--- src/rtl/uart_pkg.sv ---
// Shared UART definitions: state encodings, defaults and data width.
// UART_TX_PARITY_EN widens the state to 3 bits and adds a PARITY state.
package uart_pkg;

   localparam int UART_CLOCK_FREQ = 50_000_000;
   localparam int UART_BAUD_RATE  = 9600;
   localparam int DATA_BITS       = 8;
   localparam int BIT_W           = $clog2(DATA_BITS);

`ifdef UART_TX_PARITY_EN
   localparam int STATE_W = 3;
`else
   localparam int STATE_W = 2;
`endif

   localparam logic [STATE_W-1:0] S_IDLE  = STATE_W'(0);
   localparam logic [STATE_W-1:0] S_START = STATE_W'(1);
   localparam logic [STATE_W-1:0] S_DATA  = STATE_W'(2);
   localparam logic [STATE_W-1:0] S_STOP  = STATE_W'(3);
`ifdef UART_TX_PARITY_EN
   localparam logic [STATE_W-1:0] S_PARITY = STATE_W'(4);

   function automatic logic even_parity(input logic [DATA_BITS-1:0] d);
      return ^d;
   endfunction
`endif

endpackage

--- src/rtl/uart_baud_gen.sv ---
// Restartable bit timer: bit_end pulses every BAUD_COUNT enabled clocks.
// Clearing aligns the first bit to frame start.
module uart_baud_gen #(
   parameter int BAUD_COUNT = 16
) (
   input  logic clk,
   input  logic reset_n,
   input  logic clear,
   input  logic enable,
   output logic bit_end
);

   localparam int CNT_W = $clog2(BAUD_COUNT);
   localparam logic [CNT_W-1:0] CNT_LAST = CNT_W'(BAUD_COUNT - 1);

   logic [CNT_W-1:0] cnt_q;
   logic [CNT_W-1:0] cnt_d;

   assign bit_end = enable && !clear && (cnt_q == CNT_LAST);

   always_comb begin
      cnt_d = cnt_q;
      if (clear) begin
         cnt_d = '0;
      end else if (enable) begin
         cnt_d = bit_end ? '0 : cnt_q + CNT_W'(1);
      end
   end

   always_ff @(posedge clk or negedge reset_n) begin
      if (!reset_n) begin
         cnt_q <= '0;
      end else begin
         cnt_q <= cnt_d;
      end
   end

endmodule

--- src/rtl/uart_tx.sv ---
// 8N1 UART transmitter with valid/ready byte input and registered tx line.
// Define UART_TX_PARITY_EN to insert an even-parity bit (8E1).
module uart_tx
   import uart_pkg::*;
#(
   parameter int CLOCK_FREQ = UART_CLOCK_FREQ,
   parameter int BAUD_RATE  = UART_BAUD_RATE,
   parameter int BAUD_COUNT = CLOCK_FREQ / BAUD_RATE
) (
   input  logic       clk,
   input  logic       reset_n,
   input  logic [7:0] tx_data,
   input  logic       tx_valid,
   output logic       tx_ready,
   output logic       tx,
   output logic       tx_busy,
   output logic       tx_done
);

   localparam logic [BIT_W-1:0] BIT_LAST = BIT_W'(DATA_BITS - 1);

   logic [STATE_W-1:0]   state_q, state_d;
   logic [DATA_BITS-1:0] shift_q, shift_d;
   logic [BIT_W-1:0]     bit_cnt_q, bit_cnt_d;
   logic                 tx_q, tx_d;
   logic                 done_q, done_d;
   logic                 accept;
   logic                 bit_end;
`ifdef UART_TX_PARITY_EN
   logic                 par_q, par_d;
`endif

   assign tx_ready = (state_q == S_IDLE);
   assign tx_busy  = !tx_ready;
   assign tx       = tx_q;
   assign tx_done  = done_q;
   assign accept   = tx_ready && tx_valid;

   uart_baud_gen #(
      .BAUD_COUNT(BAUD_COUNT)
   ) u_baud (
      .clk    (clk),
      .reset_n(reset_n),
      .clear  (accept),
      .enable (tx_busy),
      .bit_end(bit_end)
   );

   always_comb begin
      state_d   = state_q;
      shift_d   = shift_q;
      bit_cnt_d = bit_cnt_q;
      done_d    = 1'b0;
`ifdef UART_TX_PARITY_EN
      par_d     = par_q;
`endif
      case (state_q)
         S_IDLE: begin
            if (tx_valid) begin
               state_d   = S_START;
               shift_d   = tx_data;
               bit_cnt_d = '0;
`ifdef UART_TX_PARITY_EN
               par_d     = even_parity(tx_data);
`endif
            end
         end
         S_START: begin
            if (bit_end) state_d = S_DATA;
         end
         S_DATA: begin
            if (bit_end) begin
               shift_d   = shift_q >> 1;
               bit_cnt_d = bit_cnt_q + BIT_W'(1);
               if (bit_cnt_q == BIT_LAST) begin
`ifdef UART_TX_PARITY_EN
                  state_d = S_PARITY;
`else
                  state_d = S_STOP;
`endif
               end
            end
         end
`ifdef UART_TX_PARITY_EN
         S_PARITY: begin
            if (bit_end) state_d = S_STOP;
         end
`endif
         S_STOP: begin
            if (bit_end) begin
               state_d = S_IDLE;
               done_d  = 1'b1;
            end
         end
         default: state_d = S_IDLE;
      endcase
   end

   // Line level follows the next state so tx is a clean flop output.
   always_comb begin
      tx_d = 1'b1;
      case (state_d)
         S_START:  tx_d = 1'b0;
         S_DATA:   tx_d = shift_d[0];
`ifdef UART_TX_PARITY_EN
         S_PARITY: tx_d = par_d;
`endif
         default:  tx_d = 1'b1;
      endcase
   end

   always_ff @(posedge clk or negedge reset_n) begin
      if (!reset_n) begin
         state_q   <= S_IDLE;
         shift_q   <= '0;
         bit_cnt_q <= '0;
         tx_q      <= 1'b1;
         done_q    <= 1'b0;
      end else begin
         state_q   <= state_d;
         shift_q   <= shift_d;
         bit_cnt_q <= bit_cnt_d;
         tx_q      <= tx_d;
         done_q    <= done_d;
      end
   end

`ifdef UART_TX_PARITY_EN
   always_ff @(posedge clk or negedge reset_n) begin
      if (!reset_n) begin
         par_q <= 1'b0;
      end else begin
         par_q <= par_d;
      end
   end
`endif

endmodule

--- config.mk ---
export PLATFORM = sky130hd
export DESIGN_NAME = uart_tx
export DESIGN_NICKNAME = d
export VERILOG_FILES = /design/src/rtl/uart_pkg.sv /design/src/rtl/uart_baud_gen.sv /design/src/rtl/uart_tx.sv
export SDC_FILE = /design/constraint.sdc
export NUM_CORES = 1
export LEC_CHECK = 0
export BUFFER_PORTS_ARGS = -buffer_cell sky130_fd_sc_hd__buf_2
export CAP_MARGIN = 40
export CORE_ASPECT_RATIO = 1.5
export CORE_MARGIN = 5
export CORE_UTILIZATION = 25
export DETAILED_ROUTE_END_ITERATION = 6
export PLACE_DENSITY = 0.45
export SLEW_MARGIN = 20
export SYNTH_ARGS = -nofsm -noshare
export SYNTH_HDL_FRONTEND = slang
export SYNTH_SLANG_ARGS = --single-unit
--- constraint.sdc ---
create_clock -name clk -period 4.9 [get_ports clk]
set_input_delay 1.47 -clock clk [delete_from_list [all_inputs] [get_ports clk]]
set_output_delay 1.47 -clock clk [all_outputs]
set_load 0.1 [all_outputs]
After elaboration in Yosys (flattened, before gate mapping)

Cells that the tools add are included.

Bits of input ports: 11
Bits in registers: 28
Logic and storage cells: 45

Add/subtract/negate cells: 2
Reductions and logical operators: 8
Mux-type cells: 18
Equality and inequality tests: 10

Operators with widths:

| operator                | count |
|---|---|
| $mux W13                | 3 |
| $mux W8                 | 2 |
| $pmux W8 S2             | 1 |
| $add A13 B1 Y13 const B | 1 |
| $eq A13 B13 Y1 const B  | 1 |
| $mux W2                 | 5 |
| $pmux W2 S4             | 1 |
| $eq A2 B2 Y1 const B    | 3 |
| $mux W3                 | 2 |
| $pmux W3 S2             | 1 |
| $eq A2 B1 Y1 const B    | 2 |
| $ne A2 B1 Y1 const B    | 2 |
| $add A3 B1 Y3 const B   | 1 |
| $eq A3 B3 Y1 const B    | 1 |
| $logic_and A1 B1 Y1     | 3 |
| $reduce_and A3 Y1       | 1 |
| $logic_not A1 Y1        | 2 |
| $logic_not A2 Y1        | 1 |
| $mux W1                 | 2 |
| $ne A2 B2 Y1 const B    | 1 |
| $pmux W1 S2             | 1 |
| $reduce_bool A2 Y1      | 1 |

Longest topological paths before layout

Gate-level depths: netlist (run 1).

Word-level depth: 9
Mapped depth: 6

Modules after synthesis

A second synthesis (run 1) with hierarchy kept.

Cells, all modules: 150
Area, all modules: 1527.7 um2

Modules (own cells, without submodules):

| module        | area an instance (um2) | sequential area each (um2) | times used | cells an instance |
|---|---|---|---|---|
| uart_baud_gen | 767.0                  | 325.3                      | 1          | 80 |
| uart_tx       | 760.7                  | 376.6                      | 1          | 70 |

Worst setup path before layout (run 1)

No wires, ideal clock.

Path type: reg2out
Start point: register state_q[1]
End point: output tx_busy
Arrival time: 2.667 ns
Stages on the path, launching flop included: 5
Setup slack: 0.763 ns
Data required time: 3.430 ns
Path buffers: 2
Path through: dfrtp_1 clkbuf_1 nor2_1 clkbuf_1 inv_1

Longest elaborated chain between the ends: 2

Ends and longest elaborated chain:

| element                | line           | source |
|---|---|---|
| start, declared        | uart_tx.sv:22  | `logic [STATE_W-1:0] state_q, state_d;` |
| start signal, assigned | uart_tx.sv:120 | `state_q <= state_d;` |
| $logic_not A2 Y1       | uart_tx.sv:33  | `assign tx_ready = (state_q == S_IDLE);` |
| net tx_ready           | uart_tx.sv:14  | `output logic tx_ready,` |
| $logic_not A1 Y1       | uart_tx.sv:34  | `assign tx_busy = !tx_ready;` |
| end, declared          | uart_tx.sv:16  | `output logic tx_busy,` |

The timed path passes the listed nets, and every way through them passes these cells.

Worst setup path in the final report (run 1)

Start point: register state_q[1]
End point: output tx_ready

Longest elaborated chain between the ends: 1

Ends and longest elaborated chain:

| element          | line |
|---|---|
| $logic_not A2 Y1 | uart_tx.sv:33 |
| end, declared    | uart_tx.sv:14 |

No other way between the ends.

==> results.sh, run 1 <==
export IMPL_outcome="finished, final reports clean"
export IMPL_synth_area_leaders="dfrtp_1 (43%), a221o_1 (4.5%), mux2i_1 (4.5%)"
export IMPL_rows=35
export IMPL_synth_area_mux_share_pct=7.34
export IMPL_grt_setup_unrepaired="no"
export IMPL_yosysTopAreaCell="dfrtp_1"
export IMPL_leakage_nw=0.803
export IMPL_clk_latency_ns=0.28
export IMPL_async_reset_ff_share_pct=100
export IMPL_crit_required_ns=3.43
export IMPL_synth_most_common_cell="dfrtp_1"
export IMPL_cts_root_buf="clkbuf_8"
export IMPL_ios=15
export IMPL_finalSetupViolCount=0
export IMPL_ant_nets=0
export IMPL_core_um2=6130
export IMPL_drive_gt1_share_pct=20.5
export IMPL_synthXorXnorAreaFrac_pct=1.67
export IMPL_ys_flop_type="dfrtp_1"
export IMPL_cp_max_fo=17
export IMPL_synth_edf_count=0
export IMPL_combPwrFrac_pct=18.1
export IMPL_post_drt_via_cell_ratio=5.32
export IMPL_netlist_area_leader_share_pct=43.1
export IMPL_syn2layout_area_growth_pct=14.7
export IMPL_clockBufferDepth=2
export IMPL_tightest_slew_ns=0.655
export IMPL_grt_max_degree=29
export IMPL_antenna_found_initial=0
export IMPL_drt_wirelength_per_cell_um=15.4
export IMPL_synthesis_nets=166
export IMPL_hold_class="reg2reg"
export IMPL_fmax_ghz=0.280
export IMPL_intPower_w=0.000443
export IMPL_cts_htree_levels=1
export IMPL_holdWs_ns=0.521
export IMPL_min_period_ns=3.57
export IMPL_critical_path_class="reg2out"
export IMPL_post_cts_resize_count=0
export IMPL_ir_drop_v=0.000165
export IMPL_vias=1277
export IMPL_synth_top_family_by_area="simple AND/OR/NAND/NOR gates"
export IMPL_die_w_um=74.7
export IMPL_synth_cells=152
export IMPL_portBuffers=14
export IMPL_clkSinkCount=28
export IMPL_grt_pass1_vias=1321
export IMPL_grt_pass1_wl_mm=6.32
export IMPL_pwr_share_seq_pct=52.7
export IMPL_first_pass_iters=4
export IMPL_switching_share_pct=30.9
export IMPL_place_hpwl_mm=2.73
export IMPL_min_delay_start="u_baud.cnt_q[12]$_DFFE_PN0P_"
export IMPL_finalSetupTns_ns=0
export IMPL_synth_warnings=0
export IMPL_r2r_start="u_baud.cnt_q[0]$_DFFE_PN0P_"
export IMPL_n_antenna_cell=0
export IMPL_overflow=0
export IMPL_drtIter0Drc=50
export IMPL_cts_tree="built"
export IMPL_die_y_um=107
export IMPL_grtUsageTotal_pct=10.2
export IMPL_cts_hold_fix_buffers=0
export IMPL_routed_wl_mm=3.70
export IMPL_floorplan_initialDensity_pct=25.6
export IMPL_powerDensity_nw_per_um2=357
export IMPL_period_share_pct=72.8
export IMPL_maxSlewViolCount=0
export IMPL_syn_area_um2=1570
export IMPL_clkPwrFrac_pct=29.3
export IMPL_cts_made_buffers=3
export IMPL_synth_simple_area_share_pct=26.9
export IMPL_final_nets=181
export IMPL_synth_common_cells="dfrtp_1 (27), nand2_1 (15), nand3_1 (9), and3_1 (8)"
export IMPL_place_gp_congestion=0.832
export IMPL_syn_area_per_cell_um2=10.3
export IMPL_maxCapViolations=0
export IMPL_die_area_um2=7990
export IMPL_synth_compound_area_share_pct=14.8
export IMPL_ys_ff_latch=28
export IMPL_yosysUniqueCellTypes=41
export IMPL_p_sw_w=0.000199
export IMPL_fin_worst_skew_ns=0.00507
export IMPL_synthAdderAreaFrac_pct=2.39
export IMPL_post_route_drc_count=0
export IMPL_seq_area_frac_synth_pct=44.7
export IMPL_critPathCaptureType="output pin"
export IMPL_postCtsSetupBuffers=0
export IMPL_path_clk_slew_ns=0.10
export IMPL_n_fill_cell=664
export IMPL_finalHoldViolCount=0
export IMPL_arrival_ns=2.10
export IMPL_startpoint="state_q[1]$_DFF_PN0_"
export IMPL_max_slew_margin_rel_pct=56.3
export IMPL_cp_start_kind="flip-flop"
-- sequential cells by signal, summed over array words and instances (netlist names) --
register	cells
u_baud.cnt_q	13
shift_q	8
state_q	2
tx	1
bit_cnt_q	3
tx_done	1
-- placed cells by master, fill, tap and decap left out, types with 4 or more instances in the layout --
master and n:
o21ai_0 4, mux2_2 4, a22o_1 5, a221o_1 7, nand3_1 9, buf_2 14, mux2i_1 7, nor3_1 4
and3_1 8, a21oi_1 7, dfrtp_1 27, nand2_1 15
-- metal layers --
layer	wire [um]	vias up	global-route usage, %
li1	-	612	-
met5	0	-	0
met2	1850	20	17.2
met1	1620	638	12.2
met3	137	7	1.69
met4	89	0	4.71
-- stage by stage --
stage / area (um2) / power, W / utilization (%) / worst slack, ns / instances
3_5_place_dp: 1730 / 0.000461 / 28.2 / 1.66 / 236
2_1_floorplan: 1570 / 0.000416 / - / 0.763 / 152
3_3_place_gp: 1720 / 0.000459 / 28.1 / 1.52 / 235
4_1_cts: 1800 / 0.000652 / 29.3 / 1.32 / 240
5_1_grt: 1800 / 0.000685 / 29.3 / 1.18 / 240
6_report: 1800 / 0.000642 / 29.3 / 1.33 / 240
-- critical path: stages, from the launching register on --
cell and delay, ns:
dfrtp_1 0.58, nor2_1 0.54, buf_4 0.26, buf_2 0.44
-- power by group through the flow --
stage | registers, W | clock network (W) | logic, W
6_report | 0.000338 | 0.000188 | 0.000116
5_1_grt | 0.000351 | 0.000202 | 0.000132
4_1_cts | 0.000339 | 0.000194 | 0.000119
3_5_place_dp | 0.000344 | 0 | 0.000117
3_3_place_gp | 0.000344 | 0 | 0.000115
2_1_floorplan | 0.000324 | 0 | 0.0000922
-- worst paths after layout --
path	slack (ns)	end	cells after the start
min reg2reg	0.52	u_baud.cnt_q[12]$_DFFE_PN0P_	1
min	0.52	u_baud.cnt_q[12]$_DFFE_PN0P_	1
min in group asynchronous	1.20	shift_q[5]$_DFFE_PN0P_	1
max reg2reg	2.71	shift_q[1]$_DFFE_PN0P_	5
max	1.33	tx_ready	3
max in group asynchronous	3.27	u_baud.cnt_q[12]$_DFFE_PN0P_	1
-- final cells by class --
type                       instances  area, um2  share of cell area, %
timing repair buffer              17       92.6                   5.15
tap                               74       92.6                   5.15
multi-input combinational        115        833                   46.3
clock buffer                       3       41.3                   2.29
sequential                        28        702                   39.0
inverter                           2       7.51                  0.417
clock inverter                     1       30.0                   1.67
-- kinds of logic after synthesis --
logic type | Yosys count
buffers and inverters | 9
DFF | 28
adders and majority gates | 3
muxes | 11
and+or+nand+nor | 67
xor gates and xnor gates | 3
AOI/OAI and AO/OA | 31
(Power assumes the default switching activity.)
==> inputs of run 2 (changes only) <==
==> constraint.sdc (replaced) <==
create_clock -name clk -period 3.6 [get_ports clk]
set_input_delay 1.08 -clock clk [delete_from_list [all_inputs] [get_ports clk]]
set_output_delay 1.08 -clock clk [all_outputs]
set_load 0.1 [all_outputs]
==> run 2 against run 1 <==
  * First-iteration DRC count shrank 26%
  * Design area shrank 1.5%
  * Power grew 25%
  * Final cell count is the same
  * Register-to-register slack lost 1.3 ns
  * Clock-buffer cell count grew 1
  * Critical path depth shrank 1
  * Via count grew 0.78%
  * Global-route usage shrank 0.34 points
  * Highest routed layer unchanged
==> results.sh, run 2 (synthesis results as in run 1) <==
export IMPL_finalSetupTns_ns=0
export IMPL_postCtsSetupBuffers=0
export IMPL_clkPwrFrac_pct=22.0
export IMPL_post_route_drc_count=0
export IMPL_grtUsageTotal_pct=9.84
export IMPL_cts_made_buffers=3
export IMPL_rows=35
export IMPL_cp_start_kind="flip-flop"
export IMPL_path_clk_slew_ns=0.11
export IMPL_overflow=0
export IMPL_final_common_cell="dfrtp_1"
export IMPL_grt_pass1_vias=1326
export IMPL_die_w_um=74.7
export IMPL_worst_r2r_path_depth=5
export IMPL_routed_wl_mm=3.74
export IMPL_drive_gt1_share_pct=19.9
export IMPL_cts_tree="built"
export IMPL_arrival_ns=1.91
export IMPL_drt_wirelength_per_cell_um=15.6
export IMPL_min_period_ns=2.99
export IMPL_cts_root_buf="clkbuf_8"
export IMPL_drtIter0Drc=37
export IMPL_outcome="finished, final reports clean"
export IMPL_pwr_share_seq_pct=58.1
export IMPL_regMostFlops="u_baud.cnt_q"
export IMPL_finalSetupViolCount=0
export IMPL_cp_cell_sequence="nor2_1, buf_2"
export IMPL_final_cell_mix="dfrtp_1 (27), nand2_1 (15), buf_2 (14)"
export IMPL_place_hpwl_mm=2.74
export IMPL_ir_drop_v=0.000209
export IMPL_cts_htree_levels=1
export IMPL_grt_pass1_wl_mm=6.18
export IMPL_antenna_found_initial=0
export IMPL_combPwrFrac_pct=19.8
export IMPL_cp_slowest_stage_delay_ns=0.57
export IMPL_biggestRegsByFlops="u_baud.cnt_q (13), shift_q (8), bit_cnt_q (3)"
export IMPL_hold_class="reg2reg"
export IMPL_ios=15
export IMPL_n_antenna_cell=0
export IMPL_clockBufferDepth=2
export IMPL_core_um2=6130
export IMPL_cp_slowest_cell="dfrtp_1"
export IMPL_fmax_ghz=0.334
export IMPL_largest_reg_flops=13
export IMPL_max_slew_margin_rel_pct=57.7
export IMPL_grt_setup_unrepaired="no"
export IMPL_place_gp_congestion=0.772
export IMPL_final_util_pct=28.9
export IMPL_portBuffers=14
export IMPL_maxCapViolations=0
export IMPL_min_path_cells=1
export IMPL_grt_max_degree=29
export IMPL_crit_required_ns=2.52
export IMPL_critPathCaptureType="output pin"
export IMPL_post_drt_via_cell_ratio=5.36
export IMPL_cts_hold_fix_buffers=0
export IMPL_vias=1287
export IMPL_clk_latency_ns=0.28
export IMPL_holdWs_ns=0.506
export IMPL_syn2layout_area_growth_pct=13.0
export IMPL_finalHoldViolCount=0
export IMPL_floorplan_initialDensity_pct=25.6
export IMPL_tightest_slew_ns=0.635
export IMPL_ant_nets=0
export IMPL_post_cts_resize_count=0
export IMPL_clkSinkCount=28
export IMPL_first_pass_iters=4
export IMPL_cp_max_fo=17
export IMPL_intPower_w=0.000534
export IMPL_maxSlewViolCount=0
export IMPL_switching_share_pct=33.4
export IMPL_leakage_nw=0.790
export IMPL_powerDensity_nw_per_um2=452
export IMPL_die_y_um=107
export IMPL_critical_path_class="reg2out"
export IMPL_period_share_pct=83.0
export IMPL_die_area_um2=7990
export IMPL_final_nets=181
export IMPL_p_sw_w=0.000268
export IMPL_fin_worst_skew_ns=0.0201
run 2: routing by layer:
layer	vias up	GRT usage (%)	routed length (um)
met5	-	0	0
met2	27	17.1	1910
met3	4	1.59	168
met1	647	11.4	1580
li1	609	-	-
met4	0	4.58	83
run 2: power groups by stage:
stage | Sequential, W | Combinational, W | Clock (W)
5_1_grt | 0.000480 | 0.000180 | 0.000192
3_5_place_dp | 0.000469 | 0.000160 | 0
3_3_place_gp | 0.000468 | 0.000155 | 0
2_1_floorplan | 0.000441 | 0.000126 | 0
4_1_cts | 0.000464 | 0.000162 | 0.000182
6_report | 0.000466 | 0.000159 | 0.000177
run 2: through the flow:
| stage | instances | power [W] | setup slack (ns) | instance area (um2) |
|---|---|---|---|---|
| after floorplan | 152 | 0.000566 | 0.534 | 1570 |
| after global placement | 236 | 0.000623 | 1.00 | 1730 |
| after detailed placement | 236 | 0.000629 | 0.950 | 1730 |
| after CTS | 240 | 0.000808 | 0.633 | 1770 |
| after global routing | 240 | 0.000853 | 0.517 | 1770 |
| final | 240 | 0.000802 | 0.610 | 1770 |
run 2: path summary, 6_finish.rpt:
path,end,start,slack (ns)
max,tx_ready,state_q[1]$_DFF_PN0_,0.61
min,u_baud.cnt_q[12]$_DFFE_PN0P_,u_baud.cnt_q[12]$_DFFE_PN0P_,0.51
max reg2reg,shift_q[6]$_DFFE_PN0P_,u_baud.cnt_q[1]$_DFFE_PN0P_,1.36
min reg2reg,u_baud.cnt_q[12]$_DFFE_PN0P_,u_baud.cnt_q[12]$_DFFE_PN0P_,0.51
max in group asynchronous,u_baud.cnt_q[9]$_DFFE_PN0P_,reset_n,2.36
min in group asynchronous,bit_cnt_q[2]$_DFFE_PN0P_,reset_n,0.80
run 2: worst max-delay path, delay by kind of cell, from the launching register on:
family,cells,cell delay [ns]
buffers and inverters,1,0.53
flip-flops,1,0.57
AND/OR/NAND/NOR,1,0.53
run 2: layout make-up:
class / instances / area (um2)
inverter: 2 / 7.51
clock buffer: 4 / 45.0
multi-input combinational: 115 / 833
fill: 659 / 4360
timing repair buffer: 17 / 92.6
sequential: 28 / 702
tap: 74 / 92.6
